## src/rtl/vga_timing_pkg.sv

```systemverilog
// Shared constants and types for the raster timing generator.
// Default geometry is 640x480@60 on a ~25.175 MHz pixel clock.
package vga_timing_pkg;

  localparam int COORD_W   = 10;
  localparam int MAX_TOTAL = 1 << COORD_W;

  localparam int DEF_H_ACTIVE = 640;
  localparam int DEF_H_FP     = 16;
  localparam int DEF_H_SYNC   = 96;
  localparam int DEF_H_BP     = 48;
  localparam int DEF_V_ACTIVE = 480;
  localparam int DEF_V_FP     = 10;
  localparam int DEF_V_SYNC   = 2;
  localparam int DEF_V_BP     = 33;

  typedef logic [COORD_W-1:0] coord_t;

  typedef enum logic {
    ST_IDLE,
    ST_RUN
  } run_state_t;

  // Asserted-level flags; polarity is applied at the pins.
  typedef struct packed {
    logic hs;
    logic vs;
    logic de;
  } vid_flags_t;

  function automatic int total_len(
    input int act, input int fp,
    input int sw, input int bp
  );
    return act + fp + sw + bp;
  endfunction

  function automatic int sync_start(
    input int act, input int fp
  );
    return act + fp;
  endfunction

  function automatic int sync_end(
    input int act, input int fp, input int sw
  );
    return act + fp + sw - 1;
  endfunction

  localparam int DEF_H_TOTAL = total_len(DEF_H_ACTIVE,
    DEF_H_FP, DEF_H_SYNC, DEF_H_BP);
  localparam int DEF_V_TOTAL = total_len(DEF_V_ACTIVE,
    DEF_V_FP, DEF_V_SYNC, DEF_V_BP);

endpackage

```

## src/rtl/vga_timing_gen_if.sv

```systemverilog
// Video timing bundle from the generator to the pixel pipeline.
// master drives coordinates, pulses, syncs, de and running.
interface vga_timing_gen_if;
  import vga_timing_pkg::*;

  coord_t x;
  coord_t y;
  logic   de_early;
  logic   frame_start;
  logic   line_start;
  logic   hsync;
  logic   vsync;
  logic   de;
  logic   running;

  modport master (
    output x, y, de_early,
    output frame_start, line_start,
    output hsync, vsync, de, running
  );

  modport slave (
    input x, y, de_early,
    input frame_start, line_start,
    input hsync, vsync, de, running
  );

endinterface

```

## src/rtl/sync_2ff.sv

```systemverilog
// Two-flop level synchronizer, async active-low reset to 0.
// Ports: clk, rst_n, d (async level), q (synchronized level).
module sync_2ff (
  input  logic clk,
  input  logic rst_n,
  input  logic d,
  output logic q
);

  logic meta;

  always_ff @(posedge clk or negedge rst_n) begin
    if (!rst_n) begin
      meta <= 1'b0;
      q    <= 1'b0;
    end else begin
      meta <= d;
      q    <= meta;
    end
  end

endmodule

```

## src/rtl/vga_timing_gen.sv

```systemverilog
// Raster timing generator gated by PLL lock; drives vid bundle.
// Ports: clk, rst_n, pll_lock (async), vid (vga_timing_gen_if.master).
module vga_timing_gen
  import vga_timing_pkg::*;
#(
  parameter int H_ACTIVE = DEF_H_ACTIVE,
  parameter int H_FP     = DEF_H_FP,
  parameter int H_SYNC   = DEF_H_SYNC,
  parameter int H_BP     = DEF_H_BP,
  parameter int V_ACTIVE = DEF_V_ACTIVE,
  parameter int V_FP     = DEF_V_FP,
  parameter int V_SYNC   = DEF_V_SYNC,
  parameter int V_BP     = DEF_V_BP,
  parameter bit SYNC_POL = 1'b0,
  parameter int PIPE_LAG = 2
) (
  input  logic clk,
  input  logic rst_n,
  input  logic pll_lock,
  vga_timing_gen_if.master vid
);

  localparam int H_TOTAL =
    total_len(H_ACTIVE, H_FP, H_SYNC, H_BP);
  localparam int V_TOTAL =
    total_len(V_ACTIVE, V_FP, V_SYNC, V_BP);

  localparam coord_t H_LAST = coord_t'(H_TOTAL - 1);
  localparam coord_t V_LAST = coord_t'(V_TOTAL - 1);
  localparam coord_t H_ACT  = coord_t'(H_ACTIVE);
  localparam coord_t V_ACT  = coord_t'(V_ACTIVE);
  localparam coord_t HS_BEG =
    coord_t'(sync_start(H_ACTIVE, H_FP));
  localparam coord_t HS_END =
    coord_t'(sync_end(H_ACTIVE, H_FP, H_SYNC));
  localparam coord_t VS_BEG =
    coord_t'(sync_start(V_ACTIVE, V_FP));
  localparam coord_t VS_END =
    coord_t'(sync_end(V_ACTIVE, V_FP, V_SYNC));

  generate
    if (H_TOTAL > MAX_TOTAL || V_TOTAL > MAX_TOTAL) begin : g_bad_total
      $error("vga_timing_gen: H_TOTAL/V_TOTAL exceed coordinate range");
    end
    if (PIPE_LAG < 0 || PIPE_LAG > 7) begin : g_bad_lag
      $error("vga_timing_gen: PIPE_LAG must be 0..7");
    end
  endgenerate

  logic running;

  sync_2ff u_lock_sync (
    .clk   (clk),
    .rst_n (rst_n),
    .d     (pll_lock),
    .q     (running)
  );

  run_state_t state_q, state_n;
  logic       active;

  always_ff @(posedge clk or negedge rst_n) begin
    if (!rst_n) state_q <= ST_IDLE;
    else        state_q <= state_n;
  end

  // RUN is entered one cycle after running rises, so (0,0) is
  // presented the cycle after the synchronizer output goes high.
  // Losing running drops active in the same cycle.
  always_comb begin
    state_n = state_q;
    active  = 1'b0;
    unique case (state_q)
      ST_IDLE: begin
        if (running) state_n = ST_RUN;
      end
      ST_RUN: begin
        if (running) active  = 1'b1;
        else         state_n = ST_IDLE;
      end
      default: state_n = ST_IDLE;
    endcase
  end

  coord_t     x_q, y_q;
  coord_t     x_n, y_n;
  logic       fs_q, ls_q;
  vid_flags_t u_q;

  always_comb begin
    x_n = '0;
    y_n = '0;
    if (active) begin
      y_n = y_q;
      if (x_q == H_LAST) begin
        y_n = (y_q == V_LAST) ? '0 : y_q + 1'b1;
      end else begin
        x_n = x_q + 1'b1;
      end
    end
  end

  // Flags are decoded from the next position so they are
  // registered alongside the counters.
  always_ff @(posedge clk or negedge rst_n) begin
    if (!rst_n) begin
      x_q  <= '0;
      y_q  <= '0;
      fs_q <= 1'b0;
      ls_q <= 1'b0;
      u_q  <= '0;
    end else begin
      x_q    <= x_n;
      y_q    <= y_n;
      ls_q   <= (x_n == '0);
      fs_q   <= (x_n == '0) && (y_n == '0);
      u_q.de <= (x_n < H_ACT) && (y_n < V_ACT);
      u_q.hs <= (x_n >= HS_BEG) && (x_n <= HS_END);
      u_q.vs <= (y_n >= VS_BEG) && (y_n <= VS_END);
    end
  end

  vid_flags_t now_f;
  vid_flags_t dly_f;

  assign now_f = active ? u_q : '0;

  generate
    if (PIPE_LAG == 0) begin : g_nolag
      assign dly_f = now_f;
    end else begin : g_lag
      vid_flags_t pipe [PIPE_LAG];

      always_ff @(posedge clk or negedge rst_n) begin
        if (!rst_n) begin
          for (int i = 0; i < PIPE_LAG; i++) pipe[i] <= '0;
        end else if (!active) begin
          for (int i = 0; i < PIPE_LAG; i++) pipe[i] <= '0;
        end else begin
          pipe[0] <= now_f;
          for (int i = 1; i < PIPE_LAG; i++) pipe[i] <= pipe[i-1];
        end
      end

      assign dly_f = active ? pipe[PIPE_LAG-1] : '0;
    end
  endgenerate

  assign vid.x           = active ? x_q : '0;
  assign vid.y           = active ? y_q : '0;
  assign vid.de_early    = now_f.de;
  assign vid.frame_start = active & fs_q;
  assign vid.line_start  = active & ls_q;
  assign vid.hsync       = dly_f.hs ? SYNC_POL : ~SYNC_POL;
  assign vid.vsync       = dly_f.vs ? SYNC_POL : ~SYNC_POL;
  assign vid.de          = dly_f.de;
  assign vid.running     = running;

endmodule

```

## src/flat_wrapper.sv

```systemverilog
// flat-port wrapper written by rule: the top's interface ports become plain ports
module vga_timing_gen_flat import vga_timing_pkg::*;
#(
  parameter int H_ACTIVE = DEF_H_ACTIVE,
  parameter int H_FP     = DEF_H_FP,
  parameter int H_SYNC   = DEF_H_SYNC,
  parameter int H_BP     = DEF_H_BP,
  parameter int V_ACTIVE = DEF_V_ACTIVE,
  parameter int V_FP     = DEF_V_FP,
  parameter int V_SYNC   = DEF_V_SYNC,
  parameter int V_BP     = DEF_V_BP,
  parameter bit SYNC_POL = 1'b0,
  parameter int PIPE_LAG = 2
)
  (clk, rst_n, pll_lock, vid_x, vid_y, vid_de_early, vid_frame_start, vid_line_start, vid_hsync, vid_vsync, vid_de, vid_running);
  vga_timing_gen_if vid_i ();
  input  logic clk;
  input  logic rst_n;
  input  logic pll_lock;
  output wire logic [$bits(vid_i.x)-1:0] vid_x;
  output wire logic [$bits(vid_i.y)-1:0] vid_y;
  output wire logic [$bits(vid_i.de_early)-1:0] vid_de_early;
  output wire logic [$bits(vid_i.frame_start)-1:0] vid_frame_start;
  output wire logic [$bits(vid_i.line_start)-1:0] vid_line_start;
  output wire logic [$bits(vid_i.hsync)-1:0] vid_hsync;
  output wire logic [$bits(vid_i.vsync)-1:0] vid_vsync;
  output wire logic [$bits(vid_i.de)-1:0] vid_de;
  output wire logic [$bits(vid_i.running)-1:0] vid_running;
  assign vid_x = vid_i.x;
  assign vid_y = vid_i.y;
  assign vid_de_early = vid_i.de_early;
  assign vid_frame_start = vid_i.frame_start;
  assign vid_line_start = vid_i.line_start;
  assign vid_hsync = vid_i.hsync;
  assign vid_vsync = vid_i.vsync;
  assign vid_de = vid_i.de;
  assign vid_running = vid_i.running;
  vga_timing_gen #(.H_ACTIVE(H_ACTIVE), .H_FP(H_FP), .H_SYNC(H_SYNC), .H_BP(H_BP), .V_ACTIVE(V_ACTIVE), .V_FP(V_FP), .V_SYNC(V_SYNC), .V_BP(V_BP), .SYNC_POL(SYNC_POL), .PIPE_LAG(PIPE_LAG)) u_core (.clk(clk), .rst_n(rst_n), .pll_lock(pll_lock), .vid(vid_i));
endmodule
```

## config.mk

```make
export PLATFORM = sky130hd
export DESIGN_NAME = vga_timing_gen_flat
export DESIGN_NICKNAME = d
export VERILOG_FILES = /design/src/rtl/vga_timing_pkg.sv /design/src/rtl/vga_timing_gen_if.sv /design/src/rtl/sync_2ff.sv /design/src/rtl/vga_timing_gen.sv /design/src/flat_wrapper.sv
export SDC_FILE = /design/constraint.sdc
export NUM_CORES = 1
export LEC_CHECK = 0
export CAP_MARGIN = 20
export CORE_MARGIN = 3
export CORE_UTILIZATION = 30
export DETAILED_ROUTE_END_ITERATION = 16
export SKIP_CTS_REPAIR_TIMING = 1
export SLEW_MARGIN = 20
export SYNTH_ARGS = -nofsm -noshare
export SYNTH_HDL_FRONTEND = slang
export SYNTH_HIERARCHICAL = 1
export SYNTH_SLANG_ARGS = --single-unit
```

## constraint.sdc

```tcl
create_clock -name clk -period 5.4 [get_ports clk]
set_clock_uncertainty 0.05 [all_clocks]
set_input_delay 1.35 -clock clk [delete_from_list [all_inputs] [get_ports clk]]
set_output_delay 1.35 -clock clk [all_outputs]
set_load 0.01 [all_outputs]
```

==> results.ini <==
[status]
run_status=completed

[power_and_ir_drop]
peakVddDrop_v=0.0000719
power.leakage_uw=0.00105
power_density_nw_per_um2=196

[logic_synthesis]
synth_area_um2=2030
post-synth-top-area-fraction=0.419
synth_top_area_cell=sky130_fd_sc_hd__dfrtp_1
synth_compound_gate_area_share=0.0961
synth_xor_xnor_area_share=0.0604
post-synth-top-count-cell=sky130_fd_sc_hd__dfrtp_1
ys_async_sr_fraction=1.00
ys_ff_latch=34
synth.distinct_cells=45
netlist_top_cells_area=sky130_fd_sc_hd__dfrtp_1, sky130_fd_sc_hd__and3_1, sky130_fd_sc_hd__xor2_1, sky130_fd_sc_hd__nor2_1, sky130_fd_sc_hd__and4_1
share_of_cell_area_taken_by_muxes_after_synthesis=0.0154
synth.cells.most_frequent=sky130_fd_sc_hd__dfrtp_1, sky130_fd_sc_hd__and3_1, sky130_fd_sc_hd__nor2_1, sky130_fd_sc_hd__nand2_1, sky130_fd_sc_hd__clkbuf_1
synthFlopType=sky130_fd_sc_hd__dfrtp_1
synth_top_family_by_area=simple AND/OR/NAND/NOR gates
synthesis.area_per_instance_um2=9.15
post_synth_and_or_nand_nor_area_fraction=0.346
arithmetic_cell_share_of_the_synthesized_area_counting_full_adders_half_adders_and_majority_gates=0.0185
synth-edff-count=0
synth.yosys.warnings=6
syn-num-nets=228
postSynthCellCount=222
synth_seq_area_share=0.419

[sta]
final_max_slew_viol_count=0
rsz0062_at_grt=false
report.final.setup_viol=0
hold_slack_ns=0.312
fin_crit_sh=0.681
fin_setup_tns_ns=0
final-hold-violation-count=0
worst_slack_ns=1.72
worst_slew_pin_slew_ns=0.647
fmax_mhz=272
slew_headroom=0.569
min_period_ns=3.68

[cells_and_area]
n_antenna_cell=0
nNetsFinal=249
layout-drive-gt1-share=0.0779
stdcell_area_um2=2450
nFillCells=657
syn_to_final_growth_pct=20.6
utilization=0.379

[floorplan]
rows=29
floorplan.core_area_um2=6460
design.portCount=30
fp.dieArea_um2=7790
initial_utilization=0.314
die_w_um=88.3
die_h_um=88.3

[placement]
placement.setup.worst_slack_ns=1.98
post-dp-hpwl_um=3620
place_area_um2=2360
number_of_buffers_added_on_ports=29
place.gp.congestion=0.889

[grt]
grt_first_pass_wirelength_um=8220
grt.total_usage=0.138
grt_start_max_net_pins=35
antenna_violations_before_repair=0
grt_remaining_overflow=0
first_global_vias=1604

[route]
total_number_of_vias=1689
postRouteAntennaNets=0
wire_length_on_met1_um=2500
drtPass1Iterations=4
routed-wl-met2_um=2190
drt_wl_total_um=5060
detail_route.wl_per_cell_um=15.8
detail_route.drc_violations=0
wl_met3_um=318
route.top_layer_used=met4
detail_route.iter0.violations=94
detail_route.vias_per_cell=5.26

[critical_path]
arrival_ns=2.28
rr_worst_depth=7
cp_data_required_time_ns=4.00
critical_setup_path_class=flip-flop to primary output
critPathLaunchType=flip-flop
setup.worst_path.end_class=primary output
worst_setup_path_startpoint=u_core/u_lock_sync/q
rr_startpoint=u_core/x_q[0]
critical_path_peak_fanout=28

[clock_network]
clock_root_buffer=sky130_fd_sc_hd__clkbuf_8
clock_tree.htree_level_count=2
tritoncts_clock_tree=built
cts_made_buffers=5
cts_sinks=34
cts_max_path_buffers=2
clock_pin_slew_on_the_worst_setup_and_hold_paths_ns=0.06
clk_latency_ns=0.29

[hold_path]
hold_class=flip-flop to flip-flop
hp-start=u_core/u_lock_sync/meta
hold_depth=0

[job]
maxCapViolations=0

-- worst max-delay path: stages (launching register included) --
cell	delay [ns]
sky130_fd_sc_hd__dfrtp_1	0.76
sky130_fd_sc_hd__nand2_1	0.45
sky130_fd_sc_hd__nor2_1	0.22
sky130_fd_sc_hd__clkdlybuf4s50_1	0.56
-- through the flow --
stage,total power (uW),cells
floorplan,276,222
global placement,290,313
detailed placement,291,313
CTS,487,321
global route,502,321
finish,480,321
-- state kept, by name (all words and copies together) (netlist names) --
register                 flops
u_core/fs_q                  1
u_core/u_lock_sync/q         1
u_core/x_q                  10
u_core/g_lag.pipe            6
u_core/ls_q                  1
u_core/u_q                   3
u_core/state_q               1
u_core/y_q                  10
u_core/u_lock_sync/meta      1
-- placed cells by master (no fill, tap or decap), types with 5 or more instances in the layout --
| master | instances |
|---|---|
| sky130_fd_sc_hd__dfrtp_1 | 34 |
| sky130_fd_sc_hd__clkdlybuf4s50_1 | 29 |
| sky130_fd_sc_hd__and3_1 | 29 |
| sky130_fd_sc_hd__nor2_1 | 23 |
| sky130_fd_sc_hd__nand2_1 | 13 |
| sky130_fd_sc_hd__xor2_1 | 10 |
| sky130_fd_sc_hd__nand3_1 | 9 |
| sky130_fd_sc_hd__a21oi_1 | 8 |
| sky130_fd_sc_hd__and4_1 | 7 |
| sky130_fd_sc_hd__clkbuf_8 | 6 |
| sky130_fd_sc_hd__and2_1 | 6 |
| sky130_fd_sc_hd__a211oi_1 | 6 |
| sky130_fd_sc_hd__inv_1 | 5 |
| sky130_fd_sc_hd__nand4_1 | 5 |
-- cell type report --
type                    count  area [um2]  share of cell area
clock buffers               7        86.3              0.0353
clock inverters             1        5.00             0.00204
flip-flops and latches     34         851               0.347
well taps                  77        96.3              0.0393
multi-input cells         166        1090               0.445
repair buffers             30         298               0.122
inverters                   6        22.5             0.00920
-- report_power, final --
group / total, uW / switching [uW] / internal, uW
logic: 21.5 / 13.2 / 8.30
clock network: 195 / 92.1 / 103
registers: 264 / 6.03 / 258
-- metal layers --
layer  track usage  vias to the layer above
met2         0.202                       50
met3        0.0410                        5
met4        0.0398                        0
li1              -                      840
met5             0                        -
met1         0.198                      794
-- path summary, 6_finish.rpt --
kind | endpoint | slack [ns]
min in group asynchronous | u_core/y_q[4] | 1.43
max | vid_y[8] | 1.72
min reg2reg | u_core/u_lock_sync/q | 0.31
max in group asynchronous | u_core/u_lock_sync/meta | 3.56
min | u_core/u_lock_sync/q | 0.31
max reg2reg | u_core/u_q[0] | 2.66
-- cell families after synthesis --
kind of cell | after synthesis
compound gates | 30
mux | 3
simple gates | 116
xor+xnor | 14
fa+ha+maj | 3
buf+inv | 22
flops | 34
Note: power is estimated with default switching activity, not from simulation.
